### src/rtl/ec_point_validator.sv
// Checks a 14-bit {y,x} point against y^2 + xy = x^3 + A*x^2 + B over GF(2^7) with one bit-serial multiplier.
// Optional saturating invalid-result counter on err_count is enabled by defining ECV_ERR_COUNT_EN.
module ec_point_validator #(
    parameter logic [6:0] A    = 7'h01,
    parameter logic [6:0] B    = 7'h01,
    parameter logic [6:0] POLY = 7'h03
) (
    input  logic        clk,
    input  logic        rst_n,
    input  logic        start,
    input  logic [13:0] point,
    output logic        busy,
    output logic        done,
    output logic        valid,
    output logic        is_inf,
    output logic [13:0] point_q
`ifdef ECV_ERR_COUNT_EN
    ,
    output logic [7:0]  err_count
`endif
);

    localparam logic [1:0] STATE_IDLE = 2'd0;
    localparam logic [1:0] STATE_MUL  = 2'd1;
    localparam logic [1:0] STATE_CMP  = 2'd2;

    logic [1:0]  state_q, state_d;
    logic [2:0]  stepCnt_q, stepCnt_d;
    logic [2:0]  prodSel_q, prodSel_d;
    logic [6:0]  acc_q, acc_d;
    logic [6:0]  x2_q, x2_d;
    logic [6:0]  y2_q, y2_d;
    logic [6:0]  xy_q, xy_d;
    logic [6:0]  x3_q, x3_d;
    logic [6:0]  ax2_q, ax2_d;
    logic [13:0] pointReg_q, pointReg_d;
    logic        done_q, done_d;
    logic        valid_q, valid_d;
    logic        isInf_q, isInf_d;
`ifdef ECV_ERR_COUNT_EN
    logic [7:0]  errCount_q, errCount_d;
`endif

    logic [6:0]  xVal, yVal;
    logic [6:0]  opA, opB;
    logic [2:0]  bitIdx;
    logic        opBit;
    logic [6:0]  accShift;
    logic [6:0]  accNext;
    logic [6:0]  lhs, rhs;
    logic        ptZero;
    logic        resultValid;

    assign xVal = pointReg_q[6:0];
    assign yVal = pointReg_q[13:7];

    // Operand pair for each of the five products, in evaluation order.
    always_comb begin
        opA = 7'h00;
        opB = 7'h00;
        case (prodSel_q)
            3'd0: begin opA = xVal; opB = xVal; end
            3'd1: begin opA = yVal; opB = yVal; end
            3'd2: begin opA = xVal; opB = yVal; end
            3'd3: begin opA = x2_q; opB = xVal; end
            3'd4: begin opA = A;    opB = x2_q; end
            default: begin opA = 7'h00; opB = 7'h00; end
        endcase
    end

    // One MSB-first shift-and-add step: doubling reduces by POLY when bit 6 shifts out.
    assign bitIdx   = 3'd6 - stepCnt_q;
    assign opBit    = opB[bitIdx];
    assign accShift = {acc_q[5:0], 1'b0} ^ (acc_q[6] ? POLY : 7'h00);
    assign accNext  = accShift ^ (opBit ? opA : 7'h00);

    assign lhs         = y2_q ^ xy_q;
    assign rhs         = x3_q ^ ax2_q ^ B;
    assign ptZero      = (pointReg_q == 14'h0000);
    assign resultValid = (lhs == rhs) | ptZero;

    always_comb begin
        state_d    = state_q;
        stepCnt_d  = stepCnt_q;
        prodSel_d  = prodSel_q;
        acc_d      = acc_q;
        x2_d       = x2_q;
        y2_d       = y2_q;
        xy_d       = xy_q;
        x3_d       = x3_q;
        ax2_d      = ax2_q;
        pointReg_d = pointReg_q;
        done_d     = 1'b0;
        valid_d    = valid_q;
        isInf_d    = isInf_q;
`ifdef ECV_ERR_COUNT_EN
        errCount_d = errCount_q;
`endif
        case (state_q)
            STATE_IDLE: begin
                if (start) begin
                    pointReg_d = point;
                    valid_d    = 1'b0;
                    isInf_d    = 1'b0;
                    stepCnt_d  = 3'd0;
                    prodSel_d  = 3'd0;
                    acc_d      = 7'h00;
                    state_d    = STATE_MUL;
                end
            end
            STATE_MUL: begin
                acc_d     = accNext;
                stepCnt_d = stepCnt_q + 3'd1;
                if (stepCnt_q == 3'd6) begin
                    stepCnt_d = 3'd0;
                    acc_d     = 7'h00;
                    prodSel_d = prodSel_q + 3'd1;
                    case (prodSel_q)
                        3'd0:    x2_d  = accNext;
                        3'd1:    y2_d  = accNext;
                        3'd2:    xy_d  = accNext;
                        3'd3:    x3_d  = accNext;
                        default: ax2_d = accNext;
                    endcase
                    if (prodSel_q == 3'd4) begin
                        state_d = STATE_CMP;
                    end
                end
            end
            STATE_CMP: begin
                valid_d = resultValid;
                isInf_d = ptZero;
                done_d  = 1'b1;
                state_d = STATE_IDLE;
`ifdef ECV_ERR_COUNT_EN
                if (!resultValid && (errCount_q != 8'hFF)) begin
                    errCount_d = errCount_q + 8'd1;
                end
`endif
            end
            default: begin
                state_d = STATE_IDLE;
            end
        endcase
    end

    always_ff @(posedge clk or negedge rst_n) begin
        if (!rst_n) begin
            state_q    <= STATE_IDLE;
            stepCnt_q  <= 3'd0;
            prodSel_q  <= 3'd0;
            acc_q      <= 7'h00;
            x2_q       <= 7'h00;
            y2_q       <= 7'h00;
            xy_q       <= 7'h00;
            x3_q       <= 7'h00;
            ax2_q      <= 7'h00;
            pointReg_q <= 14'h0000;
            done_q     <= 1'b0;
            valid_q    <= 1'b0;
            isInf_q    <= 1'b0;
`ifdef ECV_ERR_COUNT_EN
            errCount_q <= 8'h00;
`endif
        end else begin
            state_q    <= state_d;
            stepCnt_q  <= stepCnt_d;
            prodSel_q  <= prodSel_d;
            acc_q      <= acc_d;
            x2_q       <= x2_d;
            y2_q       <= y2_d;
            xy_q       <= xy_d;
            x3_q       <= x3_d;
            ax2_q      <= ax2_d;
            pointReg_q <= pointReg_d;
            done_q     <= done_d;
            valid_q    <= valid_d;
            isInf_q    <= isInf_d;
`ifdef ECV_ERR_COUNT_EN
            errCount_q <= errCount_d;
`endif
        end
    end

    assign busy    = (state_q != STATE_IDLE);
    assign done    = done_q;
    assign valid   = valid_q;
    assign is_inf  = isInf_q;
    assign point_q = pointReg_q;
`ifdef ECV_ERR_COUNT_EN
    assign err_count = errCount_q;
`endif

endmodule

### config.mk
export PLATFORM = sky130hd
export DESIGN_NAME = ec_point_validator
export DESIGN_NICKNAME = d
export VERILOG_FILES = /design/src/rtl/ec_point_validator.sv
export SDC_FILE = /design/constraint.sdc
export NUM_CORES = 1
export LEC_CHECK = 0
export ABC_AREA = 1
export CAP_MARGIN = 20
export CORE_MARGIN = 2
export CORE_UTILIZATION = 52
export DETAILED_ROUTE_END_ITERATION = 6
export PLACE_DENSITY = 0.78
export SLEW_MARGIN = 20
export SYNTH_ARGS = -nofsm -noshare
export SYNTH_HDL_FRONTEND = slang
export SYNTH_SLANG_ARGS = --single-unit
### constraint.sdc
create_clock -name clk -period 1.9 [get_ports clk]
set_input_delay 0.38 -clock clk [delete_from_list [all_inputs] [get_ports clk]]
set_output_delay 0.38 -clock clk [all_outputs]
set_load 0.02 [all_outputs]
## Yosys cells after proc, flatten, opt, wreduce, memory -nomap -nowiden

Index checks and enable logic that the tools add are counted.

- Add/subtract/negate cells: 3
- Multipliers: 0
- Div/mod/pow operators: 0
- Order comparisons: 1
- Equal/unequal tests: 11
- Shift operators: 0
- Muxes and demuxes: 22
- Bitwise logic cells: 7
- Reductions and logical operators: 20

Operators with widths:

| kind | count |
|---|---|
| $pmux 7 s4 | 1 |
| $mux 7 | 3 |
| $pmux 7 s3 | 1 |
| $reduce_and 3->1 | 7 |
| $xor 7x7->7 | 3 |
| $logic_not 14->1 | 1 |
| $pmux 7 s2 | 1 |
| $pmux 3 s2 | 2 |
| $mux 3 | 3 |
| $mux 2 | 4 |
| $eq 7x7->1 | 1 |
| $xor 7x2->7 | 1 |
| $add 3x1->3 const B | 2 |
| $eq 3x2->1 const B | 2 |
| $eq 3x3->1 const B | 2 |
| $ne 2x2->1 const B | 3 |
| $reduce_and 2->1 | 3 |
| $reduce_bool 2->1 | 3 |
| $reduce_or 2->1 | 3 |
| $lt 3x4->1 const B | 1 |
| $pmux 1 s2 | 2 |
| $pmux 2 s2 | 1 |
| $reduce_or 4->1 | 1 |
| $bmux 1 s3 | 1 |
| 9 further kinds | 12 |

- Register bits: 67
- Latch bits: 0
- RAM bits: 0
- Memory bits (read-only): 0
- Input bits: 17
- Output and inout bits: 18
- Word-level logic and storage cells: 77
- Memories kept: 0

## Logic depth before layout (Yosys ltp)

- Word-level depth: 9
- Mapped depth: 16
- Depth with buffers taken out: 15

## Worst setup path before layout

OpenSTA, ideal clock, no wires.

- Path type: register -> register
- Start: register prodSel_q[0]
- End: register x2_q[2]
- Library setup time: 118 ps
- Arrival time: 1945 ps
- Data required time: 1782 ps
- Setup slack: -163 ps
- Stages on the path, launching flop included: 15
- Buffers on the path: 2
- Cells stage by stage: dfrtp_1 -> ha_1 -> ha_1 -> clkbuf_2 -> inv_1 -> nand2_4 -> nand2_1 -> nand3_1 -> a21boi_2 -> nand2_4 -> buf_12 -> nand3_2 -> nand2_4 -> nand3_1 -> nand2_1

- Word-level cells in the longest chain between the ends: 7
- Elaborated cells between the ends (all ways): 15

Ends and longest elaborated chain:

| what | line | text |
|---|---|---|
| start, declared | 29 | `logic [2:0] prodSel_q, prodSel_d;` |
| start signal, assigned | 168 | `prodSel_q <= prodSel_d;` |
| $eq 3x2->1, or another cell as far along | 61 | `case (prodSel_q)` |
| $reduce_or 2->1 (no line) | -- |  |
| $pmux 7 s3 | 61 |  |
| $bmux 1 s3 | 73 | `assign opBit = opB[bitIdx];` |
| $mux 1 (not written as such) | 73 |  |
| $mux 7 | 75 | `assign accNext = accShift ^ (opBit ? opA : 7'h00);` |
| $xor 7x7->7 | 75 |  |
| end signal, assigned | 153 | `x2_q <= 7'h00;` |
| end signal, assigned | 170 | `x2_q <= x2_d;` |
| end, declared | 31 | `logic [6:0] x2_q, x2_d;` |

Parallel ways exist; a longest one is shown, timed or not. The select of a mux whose other input is x is not followed.
A chain may end at the register's enable or synchronous reset.

## Final worst setup path

- Start: register prodSel_q[0]
- End: register x3_q[4]

- Word-level cells in the longest chain between the ends: 7
- Elaborated cells between the ends (all ways): 15

Ends and longest elaborated chain:

| what | line | text |
|---|---|---|
| $eq 3x2->1, or another cell as far along | 61, 118 |  |
| $reduce_or 2->1 (no line) | -- |  |
| $pmux 7 s3 | 61 |  |
| $bmux 1 s3 | 73 |  |
| $mux 1 (not written as such) | 73 |  |
| $mux 7 | 75 |  |
| $xor 7x7->7 | 75 |  |
| end signal, assigned | 156 | `x3_q <= 7'h00;` |
| end signal, assigned | 173 | `x3_q <= x3_d;` |
| end, declared | 34 | `logic [6:0] x3_q, x3_d;` |

Parallel ways exist; a longest one is shown, timed or not. The select of a mux whose other input is x is not followed.

==> impl_results.md <==
- Max Freq: between 400 and 500 MHz
- Worst reg-to-reg setup slack: -0.18 ns
- Global Route Usage Sum: 0.280
- Clk sinks: 67
- Top cells by area, synth: dfrtp_1 (44%), nand2_1 (16%), nand3_1 (6.6%)
- Clock Pin Slew Worst Setup and Hold Paths: 0.08 ns
- Layout area overhead: 35.3%
- Util after Layout: 0.716
- CTS Buf Count: 9
- Final period utilization: 1.10
- Post-synthesis net count: 474
- CTS tree: built
- Crit. path cell count: 13
- Cts hold-fix bufs: 0
- WL met2: between 5000 and 6000 um
- Root buffer cell: clkbuf_8
- Highest-delay cell along the critical path: dfrtp_2
- Final-stage net count: 560
- Fin crit period: 2.08 ns
- Most used cell, CP: nand3_4
- Max cap viols: 0
- Rows: 31
- Reg-to-Reg Start: prodSel_q[0]
- EDFF count, synth: 0
- Initial Utilization: 0.530
- Reg2Reg Depth: 13
- Number of port buffers: 34
- Worst hold path class: in -> async
- Warnings, synthesis: 0
- Top_reg_cell synth: dfrtp_1
- Violated checks: hold timing, setup timing
- First-pass GRT wire length: 16800 um
- Overall power: 0.00466 W
- DRT Wirelength: 10700 um
- Status: finished with violations
- Critical Path Source: prodSel_q[0]
- Max Root-Sink Buffers: 2
- CTS H-tree lvls: 3
- Slew @ Worst Pin: approximately 0.74 ns
- Buf+Inv Stages, Crit Path: 3
- Die width: 89.5 um
- Worst stage delay on the critical path: 0.43 ns
- Clk_lat worst skew: about 0.35 ns
- Via count: 3567
- Worst Path Arrival: 2.33 ns
- CP endpoint kind: flip-flop
- Hold Vio Cnt, Final: 12
- Metal-1 WL: 4260 um
- Peak supply drop: around 0.45 mV
- Cell variety after synth: 36
- Post-synth ARST share: 1.00
- Critical-path maximum fanout: 6
- Crit path kind: reg -> reg
- Met3 Wirelength: 686 um
- Worst Setup Start Kind: flip-flop
- DPL Wire Length: 7200 um
- Slew Limit Fails: 0
- Die area: 8010 um2
- Initial antenna violation count: 0
- Routed Antenna Nets: 0
- CP top delay family: simple AND/OR/NAND/NOR gates
- DR iter-0 viols: 315
- WL/cell: 16.8 um
- Core region area: 7180 um2
- Vias in the first global route: around 3500
- DRC: 0
- RR Endpoint: x3_q[4]
- Yosys top cell by area: dfrtp_1
- Share of layout cells above drive strength 1: 0.278
- Via/cell ratio: 5.58
- RSZ-0062 raised after global routing: true
- # diodes: 0
- RD Place Congestion: 0.883
- Top cell type's share of synthesized area: 0.441
- Setup crit end: x3_q[4]
- Leak: 2.35 nW
- First-pass detailed-route iteration total: 5
- Cells after synthesis: around 450
- Post-synthesis sequential area ratio: 0.441
- Worst EP required: 2.15 ns
- Setup ws final: -0.182 ns
- Relative slew slack: 0.504
- Highest Signal Layer: met4
- Skew final: approximately 0.0070 ns
- Pwr/cell area: 906 nW/um2
- Die height: between 80 and 90 um
- Worst hold margin: -0.00416 ns
- Ports: 35
- Yosys reg bits: 67
- Post-synthesis area per instance: 8.46 um2
- Critical Path, Cell by Cell: inv_2 > ha_4 > nand2_2 > clkinv_2 > nand2_1 > nand3_4 > a21oi_4 > nand3_4 > buf_6 > nand3_4 > nand2_4 > nand3_2 > nand2_1
- Cell Area, Synth: 3800 um2
- Largest net degree at the start of global routing: 28
- Setup violators final: 42
- Overflow left after global routing: 0
## report_power, final
| part | internal [W] | switching (W) | leakage (nW) |
|---|---|---|---|
| clock | 0.000508 | 0.000590 | 0.0924 |
| sequential | 0.00154 | 0.000147 | 0.781 |
| combinational | 0.000766 | 0.00111 | 1.47 |
| total | 0.00281 | 0.00185 | 2.35 |
## synth_stat cells (3+ instances only)
master / n
nand3_1: 50
nand2_4: 9
xor2_1: 6
nor4_1: 3
nand4_4: 7
ha_1: 8
dfrtp_1: 67
xnor2_1: 15
clkbuf_1: 3
nor2_1: 14
o21ai_0: 20
inv_1: 45
o221ai_1: 5
nand2_1: 165
nand3_4: 4
## area by class of cell
| class | count | area (um2) |
|---|---|---|
| clock inverters | 6 | 40.0 |
| multi-input cells | 330 | 2220 |
| flip-flops and latches | 67 | 1680 |
| clock buffers | 10 | 138 |
| well taps | 99 | 124 |
| repair buffers | 79 | 748 |
| fillers | 485 | 2040 |
| inverters | 48 | 186 |
## cell families after synthesis
group	share of synthesized area
xor+xnor	0.0484
simple gates	0.368
flops	0.441
compound gates	0.0527
buf+inv	0.0629
fa+ha+maj	0.0263
## worst min-delay path by stage
| stage | from | endpoint | slack [ns] | cells past startpoint |
|---|---|---|---|---|
| 2_1_floorplan | rst_n | acc_q[0] | 0.08 | 0 |
| 4_1_cts | rst_n | ax2_q[5] | 0.03 | 1 |
| 3_5_place_dp | rst_n | done | 0.40 | 1 |
| 3_3_place_gp | rst_n | x3_q[5] | 0.39 | 1 |
| 5_1_grt | rst_n | ax2_q[1] | 0.05 | 1 |
| 6_report | rst_n | ax2_q[5] | -0.004 | 1 |
## layout by cell type, fill, tap and decap left out, types with 6 or more instances in the layout
cell type,synthesis,layout
nand2_1,165,157
dfrtp_1,67,65
inv_1,45,42
buf_4,0,35
nand3_2,2,33
clkdlybuf4s50_1,0,32
o21ai_0,20,20
nand3_1,50,17
xnor2_1,15,15
nor2_1,14,13
nand2_4,9,10
clkbuf_8,0,10
nand3_4,4,7
nand4_4,7,7
nand2_2,1,6
xor2_1,6,6
buf_6,0,6
## state kept, by name, indices dropped and copies added (netlist names)
| register | flops |
|---|---|
| acc_q | 7 |
| ax2_q | 7 |
| done | 1 |
| is_inf | 1 |
| point_q | 14 |
| prodSel_q | 3 |
| state_q | 2 |
| stepCnt_q | 3 |
| valid | 1 |
| x2_q | 7 |
| x3_q | 7 |
| xy_q | 7 |
| y2_q | 7 |
## per-layer routing
layer	global-route usage	up-vias
met2	0.469	173
met1	0.363	1730
met3	0.0443	44
met4	0.113	0
li1	-	1620
met5	0	-
## stage by stage
step	setup slack [ns]	TNS, ns	cells	cell area, um2
6_report	-0.182	-5.82	639	5140
5_1_grt	-0.261	-9.60	639	5140
4_1_cts	-0.105	-3.39	637	4990
3_5_place_dp	-0.245	-8.17	616	4630
3_3_place_gp	-0.165	-4.81	616	4630
2_1_floorplan	-0.0664	-2.12	449	3880
## repair_timing
action / in CTS / in global routing
endpoints found under the hold margin: 0 / 0
pin swaps: 12 / 14
setup buffers: 3 / 2
gates cloned: 2 / 0
gates resized for setup: 31 / 29
setup endpoints to repair: 42 / 43
(Power assumes the default switching activity.)
